$ cat src/rtl/seq_det_pkg.sv
// seq_det_pkg: shared widths, state encoding and width helper for the pattern detector
package seq_det_pkg;
   function automatic int len_w_of(input int pat_w);
      return $clog2(pat_w) + 1;
   endfunction
   localparam int PAT_W = 8;
   localparam int LEN_W = len_w_of(PAT_W);
   localparam int CNT_W = 8;
   localparam int TO_W  = 16;
   typedef enum logic [1:0] {S_IDLE = 2'd0, S_RUN = 2'd1, S_DONE = 2'd2} state_t;
endpackage

$ cat src/rtl/seq_match_core.sv
// seq_match_core: bit history, fill counter and masked pattern compare
module seq_match_core
   import seq_det_pkg::*;
#(
   parameter int PAT_W = seq_det_pkg::PAT_W,
   parameter int LEN_W = len_w_of(PAT_W)
) (
   input  logic             clk,
   input  logic             reset,
   input  logic             clr,
   input  logic             shift_en,
   input  logic             bit_in,
   input  logic [PAT_W-1:0] pattern,
   input  logic [LEN_W-1:0] len,
   output logic             hit
);
   logic [PAT_W-1:0] hist, hist_nx, mask;
   logic [LEN_W-1:0] fill, fill_nx;
   // hit looks at the post-shift history so a match is flagged on the completing bit
   always_comb begin
      hist_nx = {hist[PAT_W-2:0], bit_in};
      fill_nx = (fill == LEN_W'(PAT_W)) ? fill : fill + LEN_W'(1);
      mask    = ~({PAT_W{1'b1}} << len);
      hit     = shift_en && (fill_nx >= len) && ((hist_nx & mask) == (pattern & mask));
   end
   always_ff @(posedge clk or posedge reset) begin
      if (reset) begin
         hist <= '0;
         fill <= '0;
      end else if (clr) begin
         hist <= '0;
         fill <= '0;
      end else if (shift_en) begin
         hist <= hist_nx;
         fill <= fill_nx;
      end
   end
endmodule

$ cat src/rtl/seq_detect_ctrl.sv
// seq_detect_ctrl: programmable serial pattern detector with match target and idle timeout
module seq_detect_ctrl
   import seq_det_pkg::*;
#(
   parameter int PAT_W = seq_det_pkg::PAT_W,
   parameter int LEN_W = len_w_of(PAT_W),
   parameter int CNT_W = seq_det_pkg::CNT_W,
   parameter int TO_W  = seq_det_pkg::TO_W
) (
   input  logic             clk,
   input  logic             reset,
   input  logic [PAT_W-1:0] cfg_pattern,
   input  logic [LEN_W-1:0] cfg_len,
   input  logic [CNT_W-1:0] cfg_target,
   input  logic [TO_W-1:0]  cfg_timeout,
   input  logic             start,
   input  logic             abort,
   input  logic             bit_valid,
   input  logic             bit_in,
   output logic             busy,
   output logic             match_pulse,
   output logic [CNT_W-1:0] match_count,
   output logic             done,
   output logic             timed_out
);
   state_t           state;
   logic [PAT_W-1:0] pat_q;
   logic [LEN_W-1:0] len_q;
   logic [CNT_W-1:0] tgt_q, cnt_nx;
   logic [TO_W-1:0]  to_q, timer;
   logic             len_ok, launch, hit;
   assign len_ok = (cfg_len != '0) && (cfg_len <= LEN_W'(PAT_W));
   assign launch = start && len_ok && !abort && (state != S_RUN);
   assign cnt_nx = (match_count == '1) ? match_count : match_count + CNT_W'(1);
   assign busy   = (state == S_RUN);
   seq_match_core #(.PAT_W(PAT_W), .LEN_W(LEN_W)) u_core (
      .clk      (clk),
      .reset    (reset),
      .clr      (launch),
      .shift_en (busy && bit_valid),
      .bit_in   (bit_in),
      .pattern  (pat_q),
      .len      (len_q),
      .hit      (hit)
   );
   // abort beats everything; in RUN a match beats the timeout
   always_ff @(posedge clk or posedge reset) begin
      if (reset) begin
         state       <= S_IDLE;
         pat_q       <= '0;
         len_q       <= '0;
         tgt_q       <= '0;
         to_q        <= '0;
         timer       <= '0;
         match_pulse <= 1'b0;
         match_count <= '0;
         done        <= 1'b0;
         timed_out   <= 1'b0;
      end else begin
         match_pulse <= 1'b0;
         if (abort) begin
            state     <= S_IDLE;
            done      <= 1'b0;
            timed_out <= 1'b0;
         end else if (state != S_RUN) begin
            if (launch) begin
               state       <= S_RUN;
               pat_q       <= cfg_pattern;
               len_q       <= cfg_len;
               tgt_q       <= cfg_target;
               to_q        <= cfg_timeout;
               timer       <= '0;
               match_count <= '0;
               done        <= 1'b0;
               timed_out   <= 1'b0;
            end
         end else if (hit) begin
            match_pulse <= 1'b1;
            match_count <= cnt_nx;
            timer       <= '0;
            if (tgt_q != '0 && cnt_nx == tgt_q) begin
               state <= S_DONE;
               done  <= 1'b1;
            end
         end else if (to_q != '0 && timer == to_q - TO_W'(1)) begin
            state     <= S_DONE;
            done      <= 1'b1;
            timed_out <= 1'b1;
         end else begin
            timer <= timer + TO_W'(1);
         end
      end
   end
endmodule

$ cat config.mk
export PLATFORM = sky130hd
export DESIGN_NAME = seq_detect_ctrl
export DESIGN_NICKNAME = d
export VERILOG_FILES = /design/src/rtl/seq_det_pkg.sv /design/src/rtl/seq_match_core.sv /design/src/rtl/seq_detect_ctrl.sv
export SDC_FILE = /design/constraint.sdc
export NUM_CORES = 1
export LEC_CHECK = 0
export ABC_AREA = 1
export BUFFER_PORTS_ARGS = -buffer_cell sky130_fd_sc_hd__buf_4
export CAP_MARGIN = 25
export CORE_ASPECT_RATIO = 0.6
export CORE_MARGIN = 1.5
export CORE_UTILIZATION = 41
export CTS_CLUSTER_DIAMETER = 150
export DETAILED_ROUTE_END_ITERATION = 8
export PLACE_DENSITY = 0.71
export REMOVE_ABC_BUFFERS = 1
export SETUP_SLACK_MARGIN = 0.4
export SYNTH_ARGS = -nofsm -noshare
export SYNTH_HDL_FRONTEND = slang
export SYNTH_HIERARCHICAL = 1
export SYNTH_SLANG_ARGS = --single-unit
$ cat constraint.sdc
create_clock -name clk -period 4 [get_ports clk]
set_input_delay 0.4 -clock clk [delete_from_list [all_inputs] [get_ports clk]]
set_output_delay 0.4 -clock clk [all_outputs]
set_load 0.01 [all_outputs]
Yosys cells after proc, flatten, opt, wreduce, memory -nomap -nowiden
Cells that the tools add are included.
{ "classes": {"n_mux": 31, "n_bitwise": 4, "reduce_logical": 22, "n_shift": 1, "n_lt_le_gt_ge": 2, "addsub": 4, "eq_ne": 12} }
{ "op_table": {"columns": ["op", "count"], "rows": [
  ["16-bit 2-to-1 mux", 4],
  ["8-bit 2-to-1 mux", 4],
  ["16-bit by 1-bit adder with 16-bit output (second input constant)", 1],
  ["8-bit AND", 2],
  ["16-bit equality test", 1],
  ["8-bit equality test", 2],
  ["16-bit nonzero test", 1],
  ["16-bit by 1-bit subtractor with 16-bit output (second input constant)", 1],
  ["3-bit AND reduction", 5],
  ["7-bit 2-to-1 mux", 2],
  ["1-bit 2-to-1 mux", 12],
  ["2-bit 2-to-1 mux", 6],
  ["4-bit 2-to-1 mux", 3],
  ["1-bit logical AND", 9],
  ["8-bit by 1-bit adder with 8-bit output (second input constant)", 1],
  ["8-bit equality test (second input constant)", 1],
  ["8-bit NOT", 1],
  ["4-bit nonzero test", 2],
  ["8-bit nonzero test", 1],
  ["8-bit by 4-bit left shift with 8-bit output (first input constant)", 1],
  ["3-bit != test (second input constant)", 2],
  ["4-bit by 1-bit adder with 4-bit output (second input constant)", 1],
  ["4-bit equality test (second input constant)", 1],
  ["4-bit >= comparator", 1],
  ["10 further kinds", 11]
]} }
{ "word_totals": {"word_cells": 88, "regBits": 76, "input_bits": 42} }

Logic depth before layout (Yosys ltp)
{ "depth": {"depth_word": 8, "depth_mapped": 18, "mapped_depth_nobuf": 18} }

Cells and area by module
The synthesis kept the hierarchy.
{ "modules_own_cells": {"columns": ["module", "area_per_inst_um2", "seq_area_each_um2", "cells_per_inst", "n_inst"], "rows": [
  ["seq_detect_ctrl", 4068.9, 1601.5, 572, 1],
  ["seq_match_core", 822.0, 275.3, 123, 1]
]} }

Worst setup path after synthesis
OpenSTA, ideal clock, no wires.
{ "synth_path": {"path_kind": "reg-to-reg", "start": "reg u_core.fill[0]", "end": "reg timed_out", "setup_time_ns": 0.083, "t_arrival_ns": 2.172, "setup_slack_ns": 1.745, "stages_incl_launch_ff": 19, "period_less_slack_ns": 2.255, "path_cell_list": "dfrtp_1 -> inv_1 -> ha_1 -> nand3_1 -> nand2_1 -> inv_1 -> ha_1 -> nand2_1 -> inv_1 -> o21ai_0 -> nand3_1 -> nand2_1 -> nor2_1 -> inv_1 -> nor2_1 -> inv_1 -> nand3_1 -> nand2_1 -> o21ai_0"} }
{ "synth_between": {"elab_chain_len": 7, "elab_cells_between_ends": 8, "cone_classes": "1 x add/sub; 1 x order compare; 2 x eq/ne; 1 x mux; 3 x reduce/logical"} }
{ "synth_lines": {"columns": ["element", "line_no", "source"], "rows": [
  ["from (decl)", "seq_match_core.sv:18", "logic [LEN_W-1:0] fill, fill_nx;"],
  ["from (signal assigned)", "seq_match_core.sv:35", "fill <= fill_nx;"],
  ["4-bit by 1-bit adder with 4-bit output / 4-bit equality test (equally long branches)", "seq_match_core.sv:22", "fill_nx = (fill == LEN_W'(PAT_W)) ? fill : fill + LEN_W'(1);"],
  ["4-bit 2-to-1 mux *", "seq_match_core.sv:22", null],
  ["4-bit >= comparator *", "seq_match_core.sv:24", "hit = shift_en && (fill_nx >= len) && ((hist_nx & mask) == (pattern & mask));"],
  ["1-bit logical AND * (2 in series)", "seq_match_core.sv:24", null],
  ["via hit", "seq_detect_ctrl.sv:31", "logic len_ok, launch, hit;"],
  ["3-bit by 2-bit != test with 1-bit output (no line) *", null, null],
  ["3-bit AND reduction (no line) *", null, null],
  ["to (signal assigned)", "seq_detect_ctrl.sv:58", "timed_out <= 1'b0;"],
  ["to (signal assigned)", "seq_detect_ctrl.sv:64", "timed_out <= 1'b0;"],
  ["to (signal assigned)", "seq_detect_ctrl.sv:75", "timed_out <= 1'b0;"],
  ["to (decl)", "seq_detect_ctrl.sv:24", "output logic timed_out"]
]} }
The timed path passes the listed nets; every way through them passes the cells marked *.
A chain may end at the register's enable or synchronous reset.

Final worst setup path
{ "layout_path": {"start": "reg u_core.fill[0]", "end": "reg timer[3]"} }
{ "layout_between": {"elab_chain_len": 7, "elab_cells_between_ends": 10, "cone_classes": "1 x add/sub; 1 x order compare; 2 x eq/ne; 3 x mux; 3 x reduce/logical"} }
{ "layout_lines": {"columns": ["element", "line_no", "source"], "rows": [
  ["4-bit by 1-bit adder with 4-bit output / 4-bit equality test (equally long branches)", "seq_match_core.sv:22", null],
  ["4-bit 2-to-1 mux *", "seq_match_core.sv:22", null],
  ["4-bit >= comparator *", "seq_match_core.sv:24", null],
  ["1-bit logical AND * (2 in series)", "seq_match_core.sv:24", null],
  ["via hit", "seq_detect_ctrl.sv:31", null],
  ["3-bit != test (no line) / 16-bit 2-to-1 mux (equally long branches)", null, null],
  ["3-bit AND reduction (no line) / 16-bit 2-to-1 mux (equally long branches)", null, null],
  ["to (signal assigned)", "seq_detect_ctrl.sv:90", "timer <= timer + TO_W'(1);"],
  ["to (decl)", "seq_detect_ctrl.sv:30", "logic [TO_W-1:0] to_q, timer;"]
]} }
Marked as above.

==> summary.txt <==
maximum number of pins on one net before global-route repair: 41
core area: 0.0114 sq mm
part of the power in the clock network: 0.332
share of the synthesized area in compound gates (AO/OA/AOI/OAI): 0.0844
TritonCTS clock tree: yes
wire length of the first global-routing pass: 19.8 mm
multiplexer fraction of the synthesized cell area: 0
cells along the critical path: inv_1 -> ha_1 -> nand3_1 -> xor2_1 -> ha_1 -> nor2_1 -> o21ai_0 -> nand3_1 -> nand2_1 -> nor2_1 -> buf_4 -> nor2_1 -> nand4_2 -> nand2_4 -> nand2_1 -> o21ai_1
CTS root buffer: clkbuf_16
xor and xnor fraction of the mapped netlist area: 0.0568
Setup crit start kind: register
IO buf count: 53
average via count per standard cell: 4.76
main combinational cell family by area after synthesis: simple AND/OR/NAND/NOR gates
power per cell area: 428 mW/mm^2
total congestion overflow: 0
setup TNS: 0 ns
io pins: 54
buffers from clock root to sink, at most: 2
worst slack at placement: 1.19 ns
Register-to-Register Path Depth: 16
area growth from synthesis to layout: 17.2%
worst-case register-to-register setup slack: 1.16 ns
count of warnings emitted by yosys: 6
share of post-route cells with drive strength above 1: 0.180
sequential cell area fraction in the yosys report: 0.384
time the final worst path needs with I/O delays and setup: 2.84 ns
worst-case vdd ir drop: 0.000214 V
Die Outline Area: 0.0126 sq mm
internal power: 1.61 mW
highest net fanout along the worst path: 32
antenna violations before repair: 0
logic gate share of total power: 0.269
worst flop-to-flop path endpoint: timer[3]$_DFFE_PP0P_
synthesized area per cell: 7.04 sq um
# resized after CTS: 0
slowest cell on the critical path: nand2_4
Buf/Inv on CP: 2
post-layout utilization of the core: 0.501
type of the worst min-delay path: primary input to async pin
number of nets still failing antenna checks after routing: 0
CTS Hold Buffers Added: 0
count of nets after finishing: 802
number of synthesized register bits: 75
clock-pin slew reported for the worst setup and hold paths after clock tree synthesis: 0.06 ns
number of endpoints with negative hold slack in the final report: 0
number of slew-limit violations in the final report: 0
Synth Area in Simple Gates: 0.367
TritonRoute pass-1 iters: 5
final wirelength: 11.7 mm
WP data arrival: 3.10 ns
final-report setup violation count: 0
result of the run: complete, no violations
minimum setup slack in the final design: 1.16 ns
via count of the first global-routing pass: 3949
post-detail-place hpwl: 8.85 mm
routed wire length per instance: 12.7 microns
leakage power figure: 2.85 nW
Post-Synthesis Cells: 695
measured slew at the worst slew-check pin: 0.873 ns
fmax: 352 MHz
clk_lat worst skew: 0.34 ns
setup repair after global routing missed its margin: false
Critical R2R Launch: u_core/fill[0]$_DFFE_PP0P_
DRC errors left: 0
netlist area before placement: 0.00489 sq mm
category of the critical setup timing path: register to register
vias: 4353
switch share: 0.344
gr usage total: 0.202
Top delay family on crit path: simple AND/OR/NAND/NOR gates
total power consumption of the routed design: 2.45 mW
Clock Skews: 0.00837 ns
violation count after the first detailed-routing iteration: 417
buffer count from post-CTS setup fixing: 0
Rel. slew slack: 0.417
cell mode on critical path: nor2_1
post-synth cell types: 36
number of sinks driven by the clock tree: 75
antenna diode count: 0
Row Count: 30
capturing element type of the critical path: register
max-cap viol count: 0
Post-Synth Adder-Cell Area: 0.0256
Worst Path Required: 4.26 ns
NetSw: 0.845 mW
CTS H-Tree Depth: 3
vertical extent of the die: 87.6 microns
post-route fraction of the period consumed by the critical path: 0.710
sequential cell fraction of total power: 0.400
last weighted congestion value of the routability-driven placer: 0.869
largest stage delay on the critical path: 0.40 ns
Inserted Clock Buffers: 9
initial cell density of the core: 0.427
floorplan die width: 144 microns
-- layout by cell type (no fill, tap or decap), types with 9 or more instances in the layout --
cell type | Yosys | layout
inv_1 | 75 | 74
dfrtp_1 | 75 | 75
o21ai_0 | 36 | 36
ha_1 | 10 | 10
clkbuf_16 | 0 | 9
xnor2_1 | 12 | 12
nand3_1 | 42 | 42
nor2_2 | 14 | 14
buf_4 | 0 | 59
nand2_2 | 18 | 18
xor2_1 | 17 | 17
nor2_1 | 69 | 69
o21ai_2 | 15 | 15
nand2_1 | 244 | 244
-- Yosys cell counts --
cell type | instances | area [sq um]
a21oi_1 | 2 | 10.0
a22o_1 | 2 | 17.5
a31o_2 | 1 | 8.76
buf_1 | 1 | 3.75
buf_2 | 6 | 30.0
buf_6 | 1 | 11.3
buf_8 | 2 | 30.0
clkbuf_1 | 5 | 18.8
clkinv_1 | 1 | 3.75
dfrtp_1 | 75 | 1880
ha_1 | 10 | 125
inv_1 | 75 | 282
inv_2 | 6 | 22.5
nand2_1 | 244 | 916
nand2_2 | 18 | 113
nand2_4 | 1 | 11.3
nand3_1 | 42 | 210
nand3_2 | 1 | 10.0
nand3b_1 | 8 | 60.1
nand4_1 | 5 | 31.3
nand4_2 | 1 | 12.5
nor2_1 | 69 | 259
nor2_2 | 14 | 87.6
nor2_4 | 3 | 33.8
nor3_1 | 8 | 40.0
o21a_1 | 1 | 7.51
o21ai_0 | 36 | 180
o21ai_1 | 5 | 25.0
o21ai_2 | 15 | 131
o22ai_1 | 4 | 25.0
o31ai_1 | 1 | 7.51
or2_1 | 1 | 6.26
or2_2 | 1 | 6.26
xnor2_1 | 12 | 105
xor2_1 | 17 | 149
xor3_1 | 1 | 23.8
-- per-stage QoR --
| stage | std cells | area [sq um] | hold WS (ns) |
|---|---|---|---|
| floorplan | 680 | 4800 | 0.252 |
| global placement | 899 | 5440 | 0.451 |
| detailed placement | 899 | 5440 | 0.434 |
| CTS | 915 | 5730 | 0.0778 |
| global route | 915 | 5730 | 0.104 |
| finish | 915 | 5730 | 0.0700 |
-- flip-flops by register name, summed over array words and instances, names as in the netlist --
name	cells
timer	16
to_q	16
match_count	8
pat_q	8
tgt_q	8
u_core/hist	7
len_q	4
u_core/fill	4
done	1
match_pulse	1
state	1
timed_out	1
-- layer usage --
metal	vias to the layer above	share of wire	track usage
met5	-	0	0
met4	0	0.0061	0.0455
met3	7	0.063	0.0443
met2	121	0.38	0.276
met1	1940	0.55	0.318
li1	2285	-	-
-- worst max-delay path by stage --
| stage | start | to | cells past startpoint |
|---|---|---|---|
| final | u_core/fill[0]$_DFFE_PP0P_ | timer[3]$_DFFE_PP0P_ | 16 |
| after global placement | u_core/fill[0]$_DFFE_PP0P_ | timed_out$_DFFE_PP0P_ | 19 |
| after floorplan | done$_DFFE_PP0P_ | timer[2]$_DFFE_PP0P_ | 12 |
| after CTS | u_core/fill[0]$_DFFE_PP0P_ | timer[3]$_DFFE_PP0P_ | 16 |
| after detailed placement | u_core/fill[0]$_DFFE_PP0P_ | timer[3]$_DFFE_PP0P_ | 16 |
| after global routing | u_core/fill[0]$_DFFE_PP0P_ | timer[2]$_DFFE_PP0P_ | 16 |
-- cell families after synthesis --
| logic type | count (synthesis) |
|---|---|
| AO/OA/AOI/OAI | 67 |
| XOR/XNOR | 30 |
| adder cells (fa/ha/maj) | 10 |
| buffers and inverters | 97 |
| flip-flops | 75 |
| AND/OR/NAND/NOR | 416 |
-- power groups by stage --
stage	Clock (mW)	Sequential, mW	Combinational [mW]
floorplan	0	0.962	0.501
global placement	0	0.990	0.649
detailed placement	0	0.991	0.652
CTS	0.824	0.978	0.658
global route	0.864	0.996	0.762
finish	0.815	0.981	0.659
-- final cells by class --
class / count / area, sq um
Multi-Input combinational cell: 523 / 2610
Clock buffer: 10 / 229
Fill cell: 1153 / 5710
Clock inverter: 6 / 65.1
Timing Repair Buffer: 59 / 443
Inverter: 82 / 308
Tap cell: 160 / 200
Sequential cell: 75 / 1880
Note: power is estimated with default switching activity, not from simulation.
